[src/rtl/ac97_frame_timer.sv]
// AC97 output-frame timing generator: 256-bit-clock frames with SYNC, serializer load and slot latch enables.
// A phase accumulator marks frames valid so lower sample rates ride on a fixed-rate link.
module ac97_frame_timer #(
  parameter int NUM_SLOTS = 5,
  parameter int SYNC_LEN  = 16,
  parameter int BASE_HZ   = 48000,
  parameter int RATE_W    = 16
) (
  input  logic                 clk,
  input  logic                 rst,
  input  logic                 en,
  input  logic [RATE_W-1:0]    rate_hz,
  input  logic                 sample_rdy,
  input  logic                 clr_underrun,
  output logic                 sync,
  output logic                 ld,
  output logic [NUM_SLOTS-1:0] out_le,
  output logic                 slot_valid,
  output logic                 sample_req,
  output logic                 underrun,
  output logic                 busy
);

  typedef enum logic [1:0] {
    IDLE = 2'd0,
    RUN  = 2'd1,
    STOP = 2'd2
  } state_e;

  localparam logic [RATE_W:0] BASE_W = (RATE_W+1)'(BASE_HZ);
  localparam logic [7:0]      SYNC_W = 8'(SYNC_LEN);
  localparam logic [7:0]      LAST   = 8'hFF;

  state_e                state_q, state_d;
  logic [7:0]            cnt_q, cnt_d;
  logic [RATE_W-1:0]     acc_q, acc_d;
  logic                  sv_q, sv_d;
  logic                  req_q, req_d;
  logic                  ur_q, ur_d;
  logic                  sync_q, sync_d;
  logic                  ld_q, ld_d;
  logic [NUM_SLOTS-1:0]  le_q, le_d;

  logic                  boundary, from_idle, stop_done, due, live;
  logic [RATE_W:0]       rate_clip, sum, diff;

  // NOTE: every signal driven here gets a default first, so no path can infer a latch.
  always_comb begin
    state_d   = state_q;
    cnt_d     = cnt_q;
    boundary  = 1'b0;
    from_idle = 1'b0;
    stop_done = 1'b0;
    case (state_q)
      IDLE: begin
        if (en) begin
          state_d   = RUN;
          cnt_d     = 8'h00;
          boundary  = 1'b1;
          from_idle = 1'b1;
        end
      end
      RUN: begin
        cnt_d    = cnt_q + 8'd1;
        boundary = (cnt_q == LAST);
        if (!en) state_d = STOP;
      end
      STOP: begin
        cnt_d = cnt_q + 8'd1;
        if (en) begin
          state_d = RUN;
        end else if (cnt_q == LAST) begin
          state_d   = IDLE;
          cnt_d     = LAST;
          stop_done = 1'b1;
        end
      end
      default: begin
        state_d = IDLE;
        cnt_d   = LAST;
      end
    endcase
  end

  // Rate accounting happens once per frame; a fresh start discards any residue in acc.
  always_comb begin
    rate_clip = ({1'b0, rate_hz} > BASE_W) ? BASE_W : {1'b0, rate_hz};
    sum       = (from_idle ? '0 : {1'b0, acc_q}) + rate_clip;
    due       = boundary && (sum >= BASE_W);
    diff      = due ? (sum - BASE_W) : sum;
    acc_d     = boundary ? diff[RATE_W-1:0] : acc_q;

    sv_d = sv_q;
    if (boundary)       sv_d = due && sample_rdy;
    else if (stop_done) sv_d = 1'b0;

    req_d = due && sample_rdy;

    ur_d = ur_q;
    if (due && !sample_rdy) ur_d = 1'b1;
    else if (clr_underrun)  ur_d = 1'b0;

    live   = (state_q != IDLE);
    ld_d   = live && (cnt_q == 8'h00);
    sync_d = live && (cnt_q < SYNC_W);
    for (int i = 0; i < NUM_SLOTS; i++) begin
      le_d[i] = live && (cnt_q == 8'(17 + 20 * i));
    end
  end

  // NOTE: state uses non-blocking assignments, and the reset is sampled on the clock edge.
  always_ff @(posedge clk) begin
    if (!rst) begin
      state_q <= IDLE;
      cnt_q   <= LAST;
      acc_q   <= '0;
      sv_q    <= 1'b0;
      req_q   <= 1'b0;
      ur_q    <= 1'b0;
      sync_q  <= 1'b0;
      ld_q    <= 1'b0;
      le_q    <= '0;
    end else begin
      state_q <= state_d;
      cnt_q   <= cnt_d;
      acc_q   <= acc_d;
      sv_q    <= sv_d;
      req_q   <= req_d;
      ur_q    <= ur_d;
      sync_q  <= sync_d;
      ld_q    <= ld_d;
      le_q    <= le_d;
    end
  end

  assign sync       = sync_q;
  assign ld         = ld_q;
  assign out_le     = le_q;
  assign slot_valid = sv_q;
  assign sample_req = req_q;
  assign underrun   = ur_q;
  assign busy       = (state_q != IDLE);

endmodule

[config.mk]
export PLATFORM = sky130hd
export DESIGN_NAME = ac97_frame_timer
export DESIGN_NICKNAME = d
export VERILOG_FILES = /design/src/rtl/ac97_frame_timer.sv
export SDC_FILE = /design/constraint.sdc
export NUM_CORES = 1
export LEC_CHECK = 0
export CELL_PAD_IN_SITES_DETAIL_PLACEMENT = 0
export CELL_PAD_IN_SITES_GLOBAL_PLACEMENT = 1
export CORE_MARGIN = 8
export CORE_UTILIZATION = 35
export CTS_BUF_LIST = sky130_fd_sc_hd__clkbuf_8
export DETAILED_ROUTE_END_ITERATION = 10
export PLACE_DENSITY = 0.74
export SLEW_MARGIN = 5
export SYNTH_ARGS = -nofsm -noshare
export SYNTH_HDL_FRONTEND = slang
export SYNTH_SLANG_ARGS = --single-unit
[constraint.sdc]
create_clock -name clk -period 4.8 [get_ports clk]
set_clock_uncertainty 0.1 [all_clocks]
set_input_delay 0.96 -clock clk [delete_from_list [all_inputs] [get_ports clk]]
set_output_delay 0.96 -clock clk [all_outputs]
set_load 0.01 [all_outputs]
==> summary.md, run 1 <==
| Metric | Value |
|---|---|
| Clock-pin slew on the worst setup and hold paths | 0.08 ns |
| Met2 wire len | 4320 um |
| Finished Layout Cells | 586 |
| Chip width | 109 um |
| Placed Area | 3920 sq um |
| WP data required | 4.94 ns |
| Total grt overflow | 0 |
| Max cap viols | 0 |
| DRC viols | 0 |
| Detail Route Antenna Nets | 0 |
| Synth Area in Simple Gates | 32.5% |
| Die Ht | 109 um |
| Hold Path Stages | 2 |
| Status | finished, final reports clean |
| Period minus WS final | 4.66 ns |
| Final instance area | 4180 sq um |
| Library cells used by synthesis | 69 |
| EDFF count, synth | 0 |
| Synth warnings | 0 |
| Top Metal Used | met4 |
| Final Slew Violations | 0 |
| DR WL met3 | 349 um |
| Cell Area, Synth | 3010 sq um |
| Fin. Hold Viols | 0 |
| Global-route wire length before repair | 15100 um |
| Vias after detailed routing | 3208 |
| Largest net degree at the start of global routing | 23 |
| Met1 wire length | 4150 um |
| VDD IR max | 0.222 mV |
| First-pass DRT Iterations | 4 |
| Aggregate global-route resource usage | 15.6% |
| Adder-cell share of the synthesized area | 8.99% |
| Core area | 8510 sq um |
| Vias in the first global route | 3200 |
| Vias per std cell | 5.47 |
| Leak | 1.75 nW |
| Final net count | 519 |
| Starting Density | 35.3% |
| Setup TNS | 0 ns |
| Clock Path Buffers | 2 |
| Startpoint type of the worst setup path | primary input |
| FP Rows | 34 |
| ANT cells | 0 |
| WL/cell | 15.2 um |
| Worst-margin pin slew | 0.756 ns |
| Mux contribution to synthesized area | 0.333% |
| Slowest stage delay, CP | 0.51 ns |
| HPWL reported at the end of detailed placement | 7110 um |
| Crit path kind | in2reg |
| 1st-iter DRT viols | 182 |
| Synth Area in XOR/XNOR | 3.45% |
| Global placer's final weighted congestion | 0.871 |
| Placed Cells | 575 |
| CTS H-tree depth | 2 |
| # hold bufs at CTS | 0 |
| Final WL | 8920 um |
| Crit. End Element | flop |
| Final worst setup slack | 0.138 ns |
| FF+latch count, synth | 36 |
| Fmax | 214 MHz |
| Compound-cell area share of the yosys netlist | 27.5% |
| Worst min-delay path category | reg2reg |
| Final period util | 97.1% |
| Sequential share of the synthesized area | 24.0% |
| Crit path cell chain | clkdlybuf4s50_1 -> nand4_1 -> o21ai_2 -> o21ai_4 -> and2_4 -> ha_4 -> fa_2 -> a21o_1 -> a22oi_2 -> mux2i_1 -> o311a_1 -> ha_2 -> a311oi_4 -> a2111oi_4 -> buf_4 -> or4_4 -> nand3_2 |
| Slowest CP cell | or4_4 |
| Die area | 11800 sq um |
| Number of buffers added on ports | 31 |
| Dpl ws | -0.482 ns |
| Area grow syn2layout | 39.2% |
| Syn_area_per_cell | 7.91 sq um |
| Initial antenna violation count | 0 |
| Worst R2R Path Depth | 15 |
| Post-Syn Nets | 422 |
| CTS Buf Count | 5 |
| Post-synth top flop | dfxtp_1 |
| Setup violations, final | 0 |
| CTS tree | built |
| Root Buffer | clkbuf_8 |
| Slew headroom | 49.4% |
| Fraction of registers with async set/reset | 0% |
| Pwr Density | 377 nW/um^2 |
| Largest family of logic cells by synthesized area | simple AND/OR/NAND/NOR gates |
| CTS Sinks | 36 |
| Post-Synthesis Cells | 380 |
| Arrival time at the worst endpoint | 4.81 ns |
| Skew-Pair Late Insertion Delay | 0.29 ns |
| Layout cells sized above 1 | 26.4% |
| Critical Path Fanout Max | 8 |
| Num ports | 32 |
cell families (layout without fill, tap and decap cells):
logic type      count (synthesis)  count (layout)
compound gates                113             113
xor+xnor                        8               8
fa+ha+maj                      21              21
buf+inv                        22             120
flops                          36              36
mux                             1               1
simple gates                  179             179
worst max-delay path: cells and delay by family:
family / cells / cell delay [ns]
and+or+nand+nor: 4 / 0.97
muxes: 1 / 0.09
adders and majority gates: 3 / 0.77
AOI/OAI and AO/OA: 7 / 1.31
buffers and inverters: 2 / 0.67
per-layer routing:
| metal | GRT usage, % | vias to the layer above |
|---|---|---|
| met5 | 0 | - |
| met4 | 3.91 | 0 |
| met3 | 3.19 | 10 |
| met2 | 26.2 | 57 |
| met1 | 20.0 | 1528 |
| li1 | - | 1613 |
metrics by stage:
stage / util (%) / hold slack, ns / power (mW)
after global placement: 46.1 / 0.351 / 1.27
after CTS: 47.5 / 0.377 / 1.53
after detailed placement: 46.1 / 0.364 / 1.28
after global routing: 49.2 / 0.399 / 1.71
after floorplan: - / 0.336 / 0.936
final: 49.2 / 0.370 / 1.58
power by group:
part | total (mW) | leakage [nW] | internal [mW] | switching, mW
Sequential | 0.377 | 0.296 | 0.344 | 0.0327
Combinational | 0.971 | 1.41 | 0.473 | 0.498
Clock | 0.228 | 0.0434 | 0.116 | 0.112
path summary, 6_finish.rpt:
| path | slack, ns | to | start |
|---|---|---|---|
| setup / recovery | 0.14 | acc_q[14] | rate_hz[15] |
| hold / removal | 0.37 | acc_q[1] | acc_q[1] |
| setup reg to reg | 1.05 | acc_q[14] | state_q[1] |
| hold reg to reg | 0.37 | acc_q[1] | acc_q[1] |
Yosys cell counts, types with 5 or more instances:
cell / count / area share (%)
nand2b_1: 10 / 2.1
inv_1: 6 / 0.75
nor4_1: 6 / 1.2
o211ai_1: 5 / 1.2
and3_1: 5 / 1.0
nor3_1: 7 / 1.2
nand2_1: 35 / 4.4
a31oi_1: 8 / 1.7
nand3_1: 20 / 3.3
nor2_1: 27 / 3.4
ha_1: 20 / 8.3
or4_1: 6 / 1.5
o2111ai_1: 5 / 1.5
a21o_1: 7 / 1.7
o21ai_0: 29 / 4.8
clkbuf_1: 12 / 1.5
a21oi_1: 13 / 2.2
dfxtp_1: 36 / 24
and2_1: 29 / 6.0
nor2b_1: 6 / 1.2
or2_2: 7 / 1.5
repair_timing:
| item | CTS | global route |
|---|---|---|
| resized for setup | 6 | 26 |
| buffers inserted | 0 | 3 |
| endpoints found under the hold margin | 0 | 0 |
| setup endpoints to repair | 11 | 12 |
| pin swaps | 3 | 12 |
registers in the layout (all words and copies together) (netlist names):
register / cells
sync: 1
underrun: 1
slot_valid: 1
state_q: 2
ld: 1
cnt_q: 8
acc_q: 16
sample_req: 1
out_le: 5
cells in the final DEF (no fill, tap or decap), types with 5 or more instances in the layout:
cell              n
o21ai_0          25
clkbuf_8          6
buf_4            75
nor3_1            7
nor2_1           27
nor2b_1           6
or2_2             7
nand3_1          19
o211ai_1          5
dfxtp_1          36
inv_1             6
a21o_1            7
nand2_1          35
a31oi_1           7
and2_1           28
and3_1            5
a21oi_1          13
clkdlybuf4s50_1  29
ha_1             15
nor4_1            6
nand2b_1         10
layout make-up:
type | instances | area [sq um]
sequential | 36 | 721
tap | 108 | 135
inverter | 6 | 22.5
clock inverter | 2 | 15.0
timing repair buffer | 106 | 878
fill | 833 | 4320
clock buffer | 6 | 82.6
multi-input combinational | 322 | 2330
Power figures use the tool's default switching activity.
==> run 2, diff against run 1 <==
Settings changed: CTS_CLUSTER_DIAMETER set to 100.
==> results of run 2 <==
The final DEF is identical to that of run 1; final timing and power are the same.
==> run 3, diff against run 2 <==
Settings changed: CAP_MARGIN set to 20, PLACE_DENSITY 0.74 to 0.71.
Clock period 4.8 ns to 5 ns, I/O delays scaled along.
==> summary.md, run 3 (synthesized netlist as in run 1, its figures left out) <==
| Metric | Value |
|---|---|
| Status | finished, final reports clean (unchanged) |
| Final Slew Violations | 0 (unchanged) |
| Final core occ | 46.9% (was 49.2%) |
| Setup violations, final | 0 (unchanged) |
| Largest Register | acc_q (unchanged) |
| Most frequent cells in the layout | buf_4 (63), dfxtp_1 (36), nand2_1 (35) (was buf_4 (75), dfxtp_1 (36), nand2_1 (35)) |
| Vias per std cell | 5.45 (was 5.47) |
| HPWL reported at the end of detailed placement | 6910 um (was 7110 um) |
| Die Ht | 109 um (unchanged) |
| # hold bufs at CTS | 0 (unchanged) |
| Commonest non-fill, non-tap cell in the layout | buf_4 (unchanged) |
| Clock-pin slew on the worst setup and hold paths | 0.08 ns (about the same) |
| Setup bufs post-CTS | 0 (unchanged) |
| Critical Path Fanout Max | 7 (was 8) |
| Chip width | 109 um (unchanged) |
| Layout cells sized above 1 | 21.9% (was 26.4%) |
| Crit. End Element | flop (unchanged) |
| Vias in the first global route | 3079 (was 3200) |
| Final WL | 8750 um (was 8920 um) |
| Placed Cells | 566 (was 575) |
| Slowest CP cell | or4_1 (was or4_4) |
| Starting Density | 35.3% (unchanged) |
| Power share of the combinational group | 60.3% (was 61.6%) |
| FP Rows | 34 (unchanged) |
| Num ports | 32 (unchanged) |
| Initial antenna violation count | 0 (unchanged) |
| Most Crowded Layer GR | met2 (unchanged) |
| Hold Path Stages | 2 (unchanged) |
| Die area | 11800 sq um (unchanged) |
| Startpoint type of the worst setup path | primary input (unchanged) |
| CTS tree | built (unchanged) |
| Global-route wire length before repair | 14600 um (was 15100 um) |
| RSZ-0062 raised after global routing | false |
| Crit path kind | in2reg (unchanged) |
| Total grt overflow | 0 (unchanged) |
| Global placer's final weighted congestion | 0.862 (was 0.871) |
| ANT cells | 0 (unchanged) |
| Area grow syn2layout | 32.8% (was 39.2%) |
| 1st-iter DRT viols | 210 (was 182) |
| Clock Path Buffers | 2 (unchanged) |
| CTS H-tree depth | 2 (unchanged) |
| Core area | 8510 sq um (unchanged) |
| Period minus WS final | 4.75 ns |
| Fmax | 210 MHz |
| Root Buffer | clkbuf_8 (unchanged) |
| Final net count | 507 (was 519) |
| Met2 global-route usage | 25.4% (was 26.2%) |
| Leak | 1.67 nW (was 1.75 nW) |
| DRC viols | 0 (unchanged) |
| Met3 Use GR | 2.54% (was 3.19%) |
| Pwr Density | 362 nW/um^2 (was 377 nW/um^2) |
| Worst R2R Path Depth | 14 (was 15) |
| Final period util | 95.0% |
| Detail Route Antenna Nets | 0 (unchanged) |
| WP data required | 5.13 ns (was 4.94 ns) |
| First-pass DRT Iterations | 4 (unchanged) |
| Largest register FFs | 16 (unchanged) |
| Number of buffers added on ports | 31 (unchanged) |
| Crit path cell chain | clkdlybuf4s50_1 -> and4b_1 -> nor2_1 -> o21ai_2 -> o21ai_2 -> and2_1 -> ha_1 -> fa_2 -> a21o_1 -> a22oi_2 -> mux2i_1 -> o311a_1 -> ha_1 -> a311oi_2 -> a2111oi_4 -> buf_4 -> or4_1 -> nand3_1 (was clkdlybuf4s50_1 -> nand4_1 -> o21ai_2 -> o21ai_4 -> and2_4 -> ha_4 -> fa_2 -> a21o_1 -> a22oi_2 -> mux2i_1 -> o311a_1 -> ha_2 -> a311oi_4 -> a2111oi_4 -> buf_4 -> or4_4 -> nand3_2) |
| Fin. Hold Viols | 0 (unchanged) |
| WL/cell | 15.2 um (about the same) |
| Aggregate global-route resource usage | 15.1% (was 15.6%) |
| CTS Buf Count | 5 (unchanged) |
| Skew-Pair Late Insertion Delay | 0.28 ns (was 0.29 ns) |
| Slowest stage delay, CP | 0.52 ns (was 0.51 ns) |
| Finished Layout Cells | 574 (was 586) |
| VDD IR max | 0.217 mV (was 0.222 mV) |
| Slew headroom | 62.5% (was 49.4%) |
| Met1 usage | 19.8% (was 20.0%) |
| Max cap viols | 0 (unchanged) |
| Internal Power | 0.857 mW (was 0.934 mW) |
| Arrival time at the worst endpoint | 4.88 ns (was 4.81 ns) |
| Switching Share | 40.7% (was 40.8%) |
| Flop pwr share | 24.9% (was 23.9%) |
| Vias after detailed routing | 3131 (was 3208) |
| Largest net degree at the start of global routing | 35 (was 23) |
| Clk pwr share | 14.8% (was 14.5%) |
| Worst min-delay path category | reg2reg (unchanged) |
| CTS Sinks | 36 (unchanged) |
| Worst-margin pin slew | 0.559 ns (was 0.756 ns) |
| NetSw | 0.587 mW (was 0.643 mW) |
run 3: worst max-delay path, delay by kind of cell:
| family | cells | cell delay (ns) |
|---|---|---|
| adder cells (fa/ha/maj) | 3 | 0.80 |
| AO/OA/AOI/OAI | 7 | 1.24 |
| multiplexers | 1 | 0.09 |
| buffers and inverters | 2 | 0.65 |
| AND/OR/NAND/NOR | 5 | 1.09 |
run 3: final cells by class:
cell class	count	area, sq um
well taps	108	135
clock buffers	6	82.6
multi-input cells	322	2240
fillers	854	4510
inverters	6	22.5
repair buffers	94	783
flip-flops and latches	36	721
clock inverters	2	10.0
run 3: what timing repair did:
item                       in CTS  in global routing
pin swaps                       1                  5
resized for setup               2                 10
setup endpoints to repair       5                 11
cloned                          0                  0
run 3: worst paths after layout:
| kind | start | to | slack (ns) |
|---|---|---|---|
| worst min register to register | acc_q[1] | acc_q[1] | 0.37 |
| worst max-delay path | rate_hz[7] | acc_q[12] | 0.25 |
| worst min-delay path | acc_q[1] | acc_q[1] | 0.37 |
| worst max register to register | state_q[1] | acc_q[12] | 0.90 |
run 3: per-layer routing:
layer | vias to the layer above | part of all wire [%]
li1 | 1594 | -
met1 | 1479 | 49
met2 | 50 | 47
met3 | 8 | 3.3
met4 | 0 | 1.3
met5 | - | 0
run 3: power by group through the flow:
stage	clock, mW	sequential, mW	combinational [mW]
after detailed placement	0	0.365	0.847
after floorplan	0	0.355	0.544
after global routing	0.234	0.365	0.960
after CTS	0.221	0.359	0.853
final	0.214	0.360	0.871
after global placement	0	0.365	0.841
run 3: metrics by stage:
stage / power (mW) / hold slack, ns / setup WS (ns) / instance area (sq um) / TNS, ns
final: 1.44 / 0.367 / 0.249 / 3990 / 0
after global placement: 1.21 / 0.346 / -0.266 / 3850 / -2.48
after floorplan: 0.899 / 0.336 / 0.318 / 3010 / 0
after detailed placement: 1.21 / 0.362 / -0.294 / 3850 / -2.70
after global routing: 1.56 / 0.396 / 0.0169 / 3990 / 0
after CTS: 1.43 / 0.374 / 0.0977 / 3950 / 0
